### src/rtl/ysyx_25030093_pkg.sv
// Shared decode constants for the ysyx_25030093 instruction decode stage:
// opcodes, op classes, immediate formats and decoder states.
package ysyx_25030093_pkg;

    localparam logic [6:0] OP_LUI    = 7'b0110111;
    localparam logic [6:0] OP_AUIPC  = 7'b0010111;
    localparam logic [6:0] OP_JAL    = 7'b1101111;
    localparam logic [6:0] OP_JALR   = 7'b1100111;
    localparam logic [6:0] OP_BRANCH = 7'b1100011;
    localparam logic [6:0] OP_LOAD   = 7'b0000011;
    localparam logic [6:0] OP_STORE  = 7'b0100011;
    localparam logic [6:0] OP_ALUI   = 7'b0010011;
    localparam logic [6:0] OP_ALUR   = 7'b0110011;
    localparam logic [6:0] OP_SYSTEM = 7'b1110011;

    localparam logic [31:0] INST_EBREAK = 32'h0010_0073;
    localparam logic [31:0] INST_ECALL  = 32'h0000_0073;

    localparam logic [6:0] FUNCT7_BASE = 7'b0000000;
    localparam logic [6:0] FUNCT7_ALT  = 7'b0100000;

    typedef enum logic [3:0] {
        CLS_ALUR    = 4'd0,
        CLS_ALUI    = 4'd1,
        CLS_LOAD    = 4'd2,
        CLS_STORE   = 4'd3,
        CLS_BRANCH  = 4'd4,
        CLS_JAL     = 4'd5,
        CLS_JALR    = 4'd6,
        CLS_LUI     = 4'd7,
        CLS_AUIPC   = 4'd8,
        CLS_SYSTEM  = 4'd9,
        CLS_ILLEGAL = 4'd10
    } op_class_e;

    typedef enum logic [2:0] {
        IMM_NONE = 3'd0,
        IMM_I    = 3'd1,
        IMM_S    = 3'd2,
        IMM_B    = 3'd3,
        IMM_U    = 3'd4,
        IMM_J    = 3'd5
    } imm_type_e;

    typedef enum logic [1:0] {
        ST_EMPTY = 2'd0,
        ST_FULL  = 2'd1,
        ST_HALT  = 2'd2
    } idu_state_e;

endpackage

### src/rtl/ysyx_25030093_imm_gen.sv
// Combinational immediate generator: assembles the RV32 immediate selected by
// imm_type and sign-extends it from inst[31] to XLEN bits.
module ysyx_25030093_imm_gen
    import ysyx_25030093_pkg::*;
#(
    parameter int XLEN = 32
) (
    input  logic [31:0]     inst,
    input  imm_type_e       imm_type,
    output logic [XLEN-1:0] imm
);

    logic signed [31:0] imm32;
    logic               unused_opcode_bits;

    assign unused_opcode_bits = ^inst[6:0];

    always_comb begin
        imm32 = '0;
        case (imm_type)
            IMM_I:   imm32 = {{20{inst[31]}}, inst[31:20]};
            IMM_S:   imm32 = {{20{inst[31]}}, inst[31:25], inst[11:7]};
            IMM_B:   imm32 = {{19{inst[31]}}, inst[31], inst[7], inst[30:25], inst[11:8], 1'b0};
            IMM_U:   imm32 = {inst[31:12], 12'b0};
            IMM_J:   imm32 = {{11{inst[31]}}, inst[31], inst[19:12], inst[20], inst[30:21], 1'b0};
            default: imm32 = '0;
        endcase
    end

    // Signed cast so a wider XLEN still sign-extends from bit 31.
    assign imm = XLEN'(imm32);

endmodule

### src/rtl/ysyx_25030093_idu.sv
// Instruction decode stage: one-entry registered decode slot between fetch and
// execute, halting permanently after an ebreak or illegal instruction drains.
module ysyx_25030093_idu
    import ysyx_25030093_pkg::*;
#(
    parameter int XLEN   = 32,
    parameter int RVE    = 0,
    parameter int REG_AW = 5
) (
    input  logic              clk,
    input  logic              rst,
    input  logic              in_valid,
    output logic              in_ready,
    input  logic [XLEN-1:0]   in_pc,
    input  logic [31:0]       in_inst,
    output logic              out_valid,
    input  logic              out_ready,
    output logic [XLEN-1:0]   out_pc,
    output logic [REG_AW-1:0] out_rs1,
    output logic [REG_AW-1:0] out_rs2,
    output logic [REG_AW-1:0] out_rd,
    output logic [XLEN-1:0]   out_imm,
    output logic [3:0]        out_class,
    output logic [2:0]        out_funct3,
    output logic              out_funct7b5,
    output logic              out_wen,
    output logic              out_illegal,
    output logic              out_ebreak,
    output logic              halted
);

    idu_state_e state, state_nxt;

    // Stage p0: combinational decode of the incoming fetch bundle
    logic [6:0]        opcode, funct7;
    logic [2:0]        funct3;
    logic [4:0]        rs1_f, rs2_f, rd_f;
    logic              use_rs1, use_rs2, use_rd, legal, rve_bad;
    op_class_e         cls_p0;
    imm_type_e         imm_type_p0;
    logic              ebreak_p0, illegal_p0, wen_p0;
    logic [REG_AW-1:0] rs1_p0, rs2_p0, rd_p0;
    logic [XLEN-1:0]   imm_p0;

    assign opcode = in_inst[6:0];
    assign funct3 = in_inst[14:12];
    assign funct7 = in_inst[31:25];
    assign rs1_f  = in_inst[19:15];
    assign rs2_f  = in_inst[24:20];
    assign rd_f   = in_inst[11:7];

    always_comb begin
        cls_p0      = CLS_ILLEGAL;
        imm_type_p0 = IMM_NONE;
        use_rs1     = 1'b0;
        use_rs2     = 1'b0;
        use_rd      = 1'b0;
        ebreak_p0   = 1'b0;
        legal       = 1'b0;
        case (opcode)
            OP_LUI:   begin legal = 1'b1; cls_p0 = CLS_LUI;   imm_type_p0 = IMM_U; use_rd = 1'b1; end
            OP_AUIPC: begin legal = 1'b1; cls_p0 = CLS_AUIPC; imm_type_p0 = IMM_U; use_rd = 1'b1; end
            OP_JAL:   begin legal = 1'b1; cls_p0 = CLS_JAL;   imm_type_p0 = IMM_J; use_rd = 1'b1; end
            OP_JALR: begin
                legal = (funct3 == 3'b000);
                cls_p0 = CLS_JALR; imm_type_p0 = IMM_I; use_rs1 = 1'b1; use_rd = 1'b1;
            end
            OP_BRANCH: begin
                legal = !(funct3 inside {3'b010, 3'b011});
                cls_p0 = CLS_BRANCH; imm_type_p0 = IMM_B; use_rs1 = 1'b1; use_rs2 = 1'b1;
            end
            OP_LOAD: begin
                legal = funct3 inside {3'b000, 3'b001, 3'b010, 3'b100, 3'b101};
                cls_p0 = CLS_LOAD; imm_type_p0 = IMM_I; use_rs1 = 1'b1; use_rd = 1'b1;
            end
            OP_STORE: begin
                legal = funct3 inside {3'b000, 3'b001, 3'b010};
                cls_p0 = CLS_STORE; imm_type_p0 = IMM_S; use_rs1 = 1'b1; use_rs2 = 1'b1;
            end
            OP_ALUI: begin
                // Shift-immediates reuse imm[11:5] as funct7, so it must be a known encoding.
                if (funct3 == 3'b001)      legal = (funct7 == FUNCT7_BASE);
                else if (funct3 == 3'b101) legal = (funct7 == FUNCT7_BASE) || (funct7 == FUNCT7_ALT);
                else                       legal = 1'b1;
                cls_p0 = CLS_ALUI; imm_type_p0 = IMM_I; use_rs1 = 1'b1; use_rd = 1'b1;
            end
            OP_ALUR: begin
                legal = (funct7 == FUNCT7_BASE) ||
                        ((funct7 == FUNCT7_ALT) && (funct3 inside {3'b000, 3'b101}));
                cls_p0 = CLS_ALUR; use_rs1 = 1'b1; use_rs2 = 1'b1; use_rd = 1'b1;
            end
            OP_SYSTEM: begin
                legal     = (in_inst == INST_EBREAK) || (in_inst == INST_ECALL);
                ebreak_p0 = (in_inst == INST_EBREAK);
                cls_p0    = CLS_SYSTEM;
            end
            default: legal = 1'b0;
        endcase

        rve_bad = (RVE != 0) &&
                  ((use_rs1 && rs1_f[4]) || (use_rs2 && rs2_f[4]) || (use_rd && rd_f[4]));
        illegal_p0 = !legal || rve_bad;

        // An illegal bundle carries only pc (and funct fields) for trap reporting.
        if (illegal_p0) begin
            cls_p0      = CLS_ILLEGAL;
            imm_type_p0 = IMM_NONE;
            use_rs1     = 1'b0;
            use_rs2     = 1'b0;
            use_rd      = 1'b0;
            ebreak_p0   = 1'b0;
        end

        rs1_p0 = use_rs1 ? REG_AW'(rs1_f) : '0;
        rs2_p0 = use_rs2 ? REG_AW'(rs2_f) : '0;
        rd_p0  = use_rd  ? REG_AW'(rd_f)  : '0;
        wen_p0 = use_rd && (rd_f != 5'd0);
    end

    ysyx_25030093_imm_gen #(
        .XLEN(XLEN)
    ) u_imm_gen (
        .inst    (in_inst),
        .imm_type(imm_type_p0),
        .imm     (imm_p0)
    );

    // Stage p1: registered decode bundle and handshake control
    logic              accept;
    logic [XLEN-1:0]   pc_p1, imm_p1;
    logic [REG_AW-1:0] rs1_p1, rs2_p1, rd_p1;
    op_class_e         cls_p1;
    logic [2:0]        funct3_p1;
    logic              funct7b5_p1, wen_p1, illegal_p1, ebreak_p1;

    assign in_ready = (state == ST_EMPTY) ||
                      ((state == ST_FULL) && out_ready && !ebreak_p1 && !illegal_p1);
    assign accept   = in_valid && in_ready;

    always_comb begin
        state_nxt = state;
        case (state)
            ST_EMPTY: if (accept) state_nxt = ST_FULL;
            ST_FULL: begin
                if (out_ready) begin
                    if (ebreak_p1 || illegal_p1) state_nxt = ST_HALT;
                    else if (accept)             state_nxt = ST_FULL;
                    else                         state_nxt = ST_EMPTY;
                end
            end
            ST_HALT:  state_nxt = ST_HALT;
            default:  state_nxt = ST_EMPTY;
        endcase
    end

    always_ff @(posedge clk or negedge rst) begin
        if (!rst) begin
            state       <= ST_EMPTY;
            pc_p1       <= '0;
            imm_p1      <= '0;
            rs1_p1      <= '0;
            rs2_p1      <= '0;
            rd_p1       <= '0;
            cls_p1      <= CLS_ALUR;
            funct3_p1   <= '0;
            funct7b5_p1 <= 1'b0;
            wen_p1      <= 1'b0;
            illegal_p1  <= 1'b0;
            ebreak_p1   <= 1'b0;
        end else begin
            state <= state_nxt;
            if (accept) begin
                pc_p1       <= in_pc;
                imm_p1      <= imm_p0;
                rs1_p1      <= rs1_p0;
                rs2_p1      <= rs2_p0;
                rd_p1       <= rd_p0;
                cls_p1      <= cls_p0;
                funct3_p1   <= funct3;
                funct7b5_p1 <= in_inst[30];
                wen_p1      <= wen_p0;
                illegal_p1  <= illegal_p0;
                ebreak_p1   <= ebreak_p0;
            end
        end
    end

    assign out_valid    = (state == ST_FULL);
    assign halted       = (state == ST_HALT);
    assign out_pc       = pc_p1;
    assign out_imm      = imm_p1;
    assign out_rs1      = rs1_p1;
    assign out_rs2      = rs2_p1;
    assign out_rd       = rd_p1;
    assign out_class    = cls_p1;
    assign out_funct3   = funct3_p1;
    assign out_funct7b5 = funct7b5_p1;
    assign out_wen      = wen_p1;
    assign out_illegal  = illegal_p1;
    assign out_ebreak   = ebreak_p1;

endmodule

### config.mk
export PLATFORM = sky130hd
export DESIGN_NAME = ysyx_25030093_idu
export DESIGN_NICKNAME = d
export VERILOG_FILES = /design/src/rtl/ysyx_25030093_pkg.sv /design/src/rtl/ysyx_25030093_imm_gen.sv /design/src/rtl/ysyx_25030093_idu.sv
export SDC_FILE = /design/constraint.sdc
export NUM_CORES = 1
export LEC_CHECK = 0
export ABC_CLOCK_PERIOD_IN_PS = 2330
export CAP_MARGIN = 20
export CELL_PAD_IN_SITES_DETAIL_PLACEMENT = 1
export CELL_PAD_IN_SITES_GLOBAL_PLACEMENT = 1
export CORE_MARGIN = 4
export CORE_UTILIZATION = 33
export DETAILED_ROUTE_END_ITERATION = 8
export PLACE_DENSITY_LB_ADDON = 0.25
export SLEW_MARGIN = 20
export SYNTH_ARGS = -nofsm -noshare
export SYNTH_HDL_FRONTEND = slang
export SYNTH_HIERARCHICAL = 1
export SYNTH_SLANG_ARGS = --single-unit
### constraint.sdc
create_clock -name clk -period 2.33 [get_ports clk]
set_input_delay 0.233 -clock clk [delete_from_list [all_inputs] [get_ports clk]]
set_output_delay 0.233 -clock clk [all_outputs]
set_load 0.05 [all_outputs]
======== Word-level counts from Yosys, hierarchy flattened ========
Index checks and enable logic that the tools add are counted.
storage, ports and cells
  flip-flop bits (word level) ............. 92
  bits in latches ......................... 0
  RAM bits ................................ 0
  memory bits (read-only) ................. 0
  input bits .............................. 68
  output and inout bits ................... 93
  logic and storage cells ................. 93
  memories ................................ 0
cells by class
  add/subtract/negate cells ............... 0
  $mul .................................... 0
  divide/modulo/power cells ............... 0
  order comparisons ....................... 0
  eq/ne operators ......................... 27
  shift-type cells ........................ 0
  muxes and demuxes ....................... 24
  bitwise operators ....................... 0
  reduce and logical (&&, ||, !) cells .... 30
operators with widths
  operator                                               count
  one-hot mux 32 bit (5 select lines)                    1
  one-hot mux 4 bit (10 select lines)                    1
  equality test 32 x 21 -> 1 bit, second input constant  1
  equality test 32 x 7 -> 1 bit, second input constant   1
  equality test 7 x 6 -> 1 bit, second input constant    4
  equality test 7 bit, second input constant             4
  two-way mux 5 bit                                      3
  one-hot mux 3 bit (5 select lines)                     1
  equality test 7 x 5 -> 1 bit, second input constant    2
  equality test 3 x 2 -> 1 bit, second input constant    4
  equality test 3 bit, second input constant             4
  two-way mux 1 bit                                      11
  nonzero test 5 bit                                     2
  OR reduction 3 bit                                     3
  one-hot mux 1 bit (8 select lines)                     1
  equality test 7 x 2 -> 1 bit, second input constant    1
  logical NOT 7 bit                                      1
  OR reduction 7 bit                                     1
  equality test 3 x 1 -> 1 bit, second input constant    2
  logical AND 1 bit                                      6
  two-way mux 2 bit                                      3
  one-hot mux 2 bit (3 select lines)                     1
  OR reduction 6 bit                                     1
  logical OR 1 bit                                       5
  13 further kinds                                       17

======== Longest topological paths before layout ========
  depth after elaboration ................. 10
  mapped depth ............................ 14
  mapped depth without buffers ............ 10

======== Modules after synthesis ========
The synthesis kept the hierarchy.
modules (own cells, without submodules)
  module                 instances  cells each  area each (um^2)  sequential area each (um^2)
  ysyx_25030093_idu      1          460         3983.8            2302.2
  ysyx_25030093_imm_gen  1          70          531.8             0.0

======== Worst setup path after synthesis ========
Ideal clock, no wire load.
  path type ............................... reg-to-reg
  start point ............................. register illegal_p1, in the netlist out_illegal
  end point ............................... register pc_p1[14], in the netlist out_pc[14]
  library setup time ...................... 0.118 ns
  arrival ................................. 2.606 ns
  required time ........................... 2.212 ns
  slack ................................... -0.393 ns
  cell stages (with the launch flop) ...... 9
  path buffers ............................ 2
  clock period less this slack ............ 2.723 ns
  cells stage by stage .................... dfrtp_1 nor2_1 nand2_1 a21oi_1 nand2_1 clkbuf_1 clkbuf_1 nand2_1 nand2_1
between the ends
  longest elaborated chain between the ends .. 4
RTL lines
  what                    line                      RTL
  from (decl)             ysyx_25030093_idu.sv:134  logic funct7b5_p1, wen_p1, illegal_p1, ebreak_p1;
  from (signal assigned)  ysyx_25030093_idu.sv:182  illegal_p1 <= illegal_p0;
  logical NOT 1 bit       ysyx_25030093_idu.sv:137  ((state == ST_FULL) && out_ready && !ebreak_p1 && !illegal_p1);
  logical AND 1 bit       ysyx_25030093_idu.sv:137
  logical OR 1 bit        ysyx_25030093_idu.sv:136  assign in_ready = (state == ST_EMPTY) ||
  named net in_ready      ysyx_25030093_idu.sv:13   output logic in_ready,
  logical AND 1 bit       ysyx_25030093_idu.sv:138  assign accept = in_valid && in_ready;
  to (signal assigned)    ysyx_25030093_idu.sv:173  pc_p1 <= in_pc;
  to (decl)               ysyx_25030093_idu.sv:130  logic [XLEN-1:0] pc_p1, imm_p1;
The timed path passes the listed nets, and every way through them passes these cells.
A chain may end at the register's enable or synchronous reset.

======== Worst setup path in the final report ========
  start point ............................. input port in_inst[12]
  end point ............................... register imm_p1[15], in the netlist out_imm[15]
between the ends
  longest elaborated chain between the ends .. 8
  elaborated cells between the ends (all ways) .. 26
  classes of those cells .................. 12 x eq/ne; 5 x mux; 9 x reduce/logical
RTL lines
  what                                                             line                         RTL
  from (decl)                                                      ysyx_25030093_idu.sv:15      input logic [31:0] in_inst,
  equality test 3 bit / logical NOT 3 bit (equally long branches)  --
  nonzero test 2 bit                                               ysyx_25030093_idu.sv:89      ((funct7 == FUNCT7_ALT) && (funct3 inside {3'b000, 3'b101}));
  logical AND 1 bit                                                ysyx_25030093_idu.sv:89
  logical OR 1 bit                                                 ysyx_25030093_idu.sv:88      legal = (funct7 == FUNCT7_BASE) ||
  one-hot mux 1 bit (8 select lines) (*)                           ysyx_25030093_idu.sv:60      case (opcode)
  two-way mux 3 bit (*)                                            ysyx_25030093_idu.sv:105     if (illegal_p0) begin
  named net imm_type_p0[0]                                         ysyx_25030093_idu.sv:40      imm_type_e imm_type_p0;
  equality test 3 bit, or another cell as far along                ysyx_25030093_imm_gen.sv:20  case (imm_type)
  one-hot mux 32 bit (5 select lines) (*)                          ysyx_25030093_imm_gen.sv:20
  named net imm_p0[15]                                             ysyx_25030093_idu.sv:43      logic [XLEN-1:0] imm_p0;
  to (signal assigned)                                             ysyx_25030093_idu.sv:174     imm_p1 <= imm_p0;
  to (decl)                                                        ysyx_25030093_idu.sv:130
The timed path passes the listed nets; every way through them passes the cells marked *.

==> reports/metrics.yaml <==
status:
  status: "completed"
clock_tree:
  cts.sinks: 92
  cts_buffer_depth: 2
  clk_pin_slew_ns: 0.06
  cts_tree: "built"
  cts_root_buffer: "clkbuf_16"
  h-tree-depth: 3
  cts-buffers-inserted: 9
  clk_latency_ns: 0.34
floorplanning:
  dieArea_sq_um: 15600
  coreArea_sq_um: 13300
  initial_core_util: 0.340
  chipHeight_um: 125
  die_w_um: 125
  rows: 42
  num_io_pins: 161
placement:
  numPortBuffers: 160
  place_congestion: 0.820
  dp_hpwl_mm: 12.2
  dp_cells: 898
  place_area_sq_um: 6740
route:
  dr.pass1.iters: 4
  drc: 0
  drtIter0Drc: 232
  ant_nets: 0
  routed_wl_mm: 17.0
  vias_per_cell: 5.10
  avgRoutedWirePerCell_um: 18.5
  vias: 4685
power:
  p_switching_mw: 3.08
  switching_share: 0.442
  seq_power_share: 0.310
  p_int_mw: 3.90
  p_leak_nw: 3.50
  p_per_area_nw_per_um2: 953
  p_comb_frac: 0.472
  ir_drop_mv: 1.08
  power_frac_clock: 0.218
min_path:
  hold_path_class: "input port to flop"
  whs_path_depth: 3
cells_and_area:
  seq_area_sq_um: 2300
  multi_input_area_sq_um: 2230
  diodes: 0
  drive_gt1_frac: 0.178
  postLayoutCellArea_sq_um: 7330
  fillers: 1538
  fin_nets: 809
  stdcell_count: 919
  area_delta_synth_final_pct: 62.3
sta:
  worst_clock_skew_ns: 0.00573
  finalHoldViolCount: 0
  final.min_clock_period_ns: 2.32
  fin_crit_sh: 0.997
  fmax_mhz: 431
  finalMaxSlewViolations: 0
  fin_setup_tns_ns: 0
  relSlewSlack: 0.561
  tightest_slew_ns: 0.656
  setup_viol: 0
synth:
  seq_area_frac_synth: 0.510
  synth_area_leader_cell: "dfrtp_1"
  yosysWarnings: 6
  synth_area_sq_um: 4520
  synth_seq_cells: 92
  synth-edff-count: 0
  synth_cells: 530
  synth.top_cell.area_share: 0.510
  ys.flop_type: "dfrtp_1"
  syn_nets: 598
  synth_area_leaders: "dfrtp_1 (51%), nand2_1 (19%), nand4bb_1 (3.0%), o21ai_0 (2.2%), nand3_1 (2.0%)"
  ys_async_sr_fraction: 1.00
  syn_avg_cell_area_sq_um: 8.52
  synth_cell_types: 48
global_routing:
  grt_max_degree: 56
  antenna_found_initial: 0
  grt_pass1_vias: 5014
  grt_pass1_wl_mm: 26.7
  grtUsageTotal: 0.210
  grt-ovfl-total: 0
run:
  cap_violations: 0
setup_path:
  crit_path_end_kind: "flop"
  critical_path.startpoint_type: "input port"
  crit_type: "input port to flop"
  worstPathArrival_ns: 2.55
  r2r_cells: 7
  cp_max_fo: 8
  crit_required_ns: 2.56
[synthesized netlist by cell type, drive strengths merged (3+ instances only)]
cell / count
nand2: 234
dfrtp: 92
buf: 21
o21ai: 20
nand3: 18
clkbuf: 15
nor2: 15
nand4bb: 12
inv: 9
o2bb2ai: 9
nand2b: 8
a21boi: 6
nand4: 6
o41ai: 6
nor2b: 5
nor3: 5
nor4: 5
a21oi: 4
a22o: 4
nand3b: 4
o31ai: 4
or4: 4
a21o: 3
[cells in the final DEF (no fill, tap or decap), types with 3 or more instances in the layout]
master           Yosys  routed
nor3_1               5       3
or4_4                0       4
nand3_1             18      17
o2bb2ai_2            0       5
nor2_4               0       3
nor2_1              13      12
dfrtp_1             92      92
nand2_2              0       3
nand4_1              6       6
nor2b_1              4       3
dlygate4sd2_1        0       9
dlymetal6s2s_1       0       8
o2bb2ai_1            9       3
o31ai_1              4       4
inv_1                9       9
nand3b_1             4       4
clkdlybuf4s50_1      0     140
o21ai_0             20      19
clkbuf_16            0       9
nand2_1            234     230
buf_6                3       5
o41ai_2              4       4
buf_12               0       4
a21o_1               3       3
nand2b_1             8       7
nor4_4               0       3
a22o_1               4       4
a21boi_0             6       4
buf_4                1      68
nand4bb_1           12      12
[routing by layer]
layer,part of all wire,vias up,track usage
met5,0,-,0
met4,0.020,0,0.0670
met3,0.052,22,0.0490
met2,0.51,129,0.359
met1,0.42,2347,0.264
li1,-,2187,-
[worst paths after layout]
path	from	to	slack, ns
worst max-delay path	in_inst[12]	out_imm[15]$_DFFE_PN0N_	0.008
worst min-delay path	in_inst[14]	out_funct3[2]$_DFFE_PN0N_	0.25
worst max register to register	out_illegal$_DFFE_PN0N_	out_imm[6]$_DFFE_PN0N_	0.39
worst min register to register	out_pc[26]$_DFFE_PN0N_	out_pc[26]$_DFFE_PN0N_	0.47
max in group asynchronous	rst	out_imm[3]$_DFFE_PN0N_	1.32
min in group asynchronous	rst	out_imm[17]$_DFFE_PN0N_	0.34
[stage by stage]
step / worst slack, ns / hold slack, ns / power, mW / util
floorplan: 0.0499 / -0.0626 / 4.18 / -
global placement: -0.434 / 0.151 / 5.40 / 0.507
detailed placement: -0.554 / 0.152 / 5.48 / 0.507
CTS: 0.00304 / 0.345 / 7.03 / 0.536
global route: -0.0909 / 0.264 / 7.32 / 0.551
finish: 0.00771 / 0.249 / 6.98 / 0.551
[flip-flops by register name, indices dropped and copies added (netlist names)]
| signal | flops |
|---|---|
| out_wen | 1 |
| out_class | 4 |
| out_imm | 32 |
| out_funct3 | 3 |
| out_rd | 5 |
| out_illegal | 1 |
| out_ebreak | 1 |
| out_rs2 | 5 |
| out_pc | 32 |
| out_funct7b5 | 1 |
| out_rs1 | 5 |
| state | 2 |
[repair_timing]
action                                  in CTS  in global routing
endpoints found under the setup margin      34                 34
setup buffers                                3                  4
resized for setup                           27                 38
hold buffers                                 1                  0
pin swaps                                   10                 15
hold endpoints to repair                    19                  0
[power groups by stage]
| stage | logic (mW) | registers (mW) | clock network [mW] |
|---|---|---|---|
| 2_1_floorplan | 0.813 | 3.36 | 0 |
| 3_3_place_gp | 3.22 | 2.18 | 0 |
| 3_5_place_dp | 3.28 | 2.20 | 0 |
| 4_1_cts | 3.30 | 2.17 | 1.55 |
| 5_1_grt | 3.49 | 2.22 | 1.62 |
| 6_report | 3.29 | 2.17 | 1.52 |
[critical path: stages]
cell,delay [ns]
clkdlybuf4s50_1,0.47
o21ai_0,0.29
a22o_1,0.22
a221oi_2,0.07
buf_4,0.16
nor4_4,0.28
nor2_1,0.11
buf_6,0.15
buf_6,0.12
nor2_4,0.11
buf_12,0.14
o2bb2ai_2,0.07
nand2_1,0.07
nand2_1,0.05
[cell families after synthesis]
kind of cell,share of synthesized area
flip-flops,0.510
AO/OA/AOI/OAI,0.109
multiplexers,0.00471
buffers and inverters,0.0460
AND/OR/NAND/NOR,0.330
[layout make-up]
type	instances	share of cell area
multi-input combinational	393	0.304
tap	176	0.0301
inverter	9	0.00461
clock buffer	10	0.0313
sequential	92	0.314
clock inverter	3	0.00888
timing repair buffer	236	0.307
No activity file was read; power rests on OpenSTA's default activity.
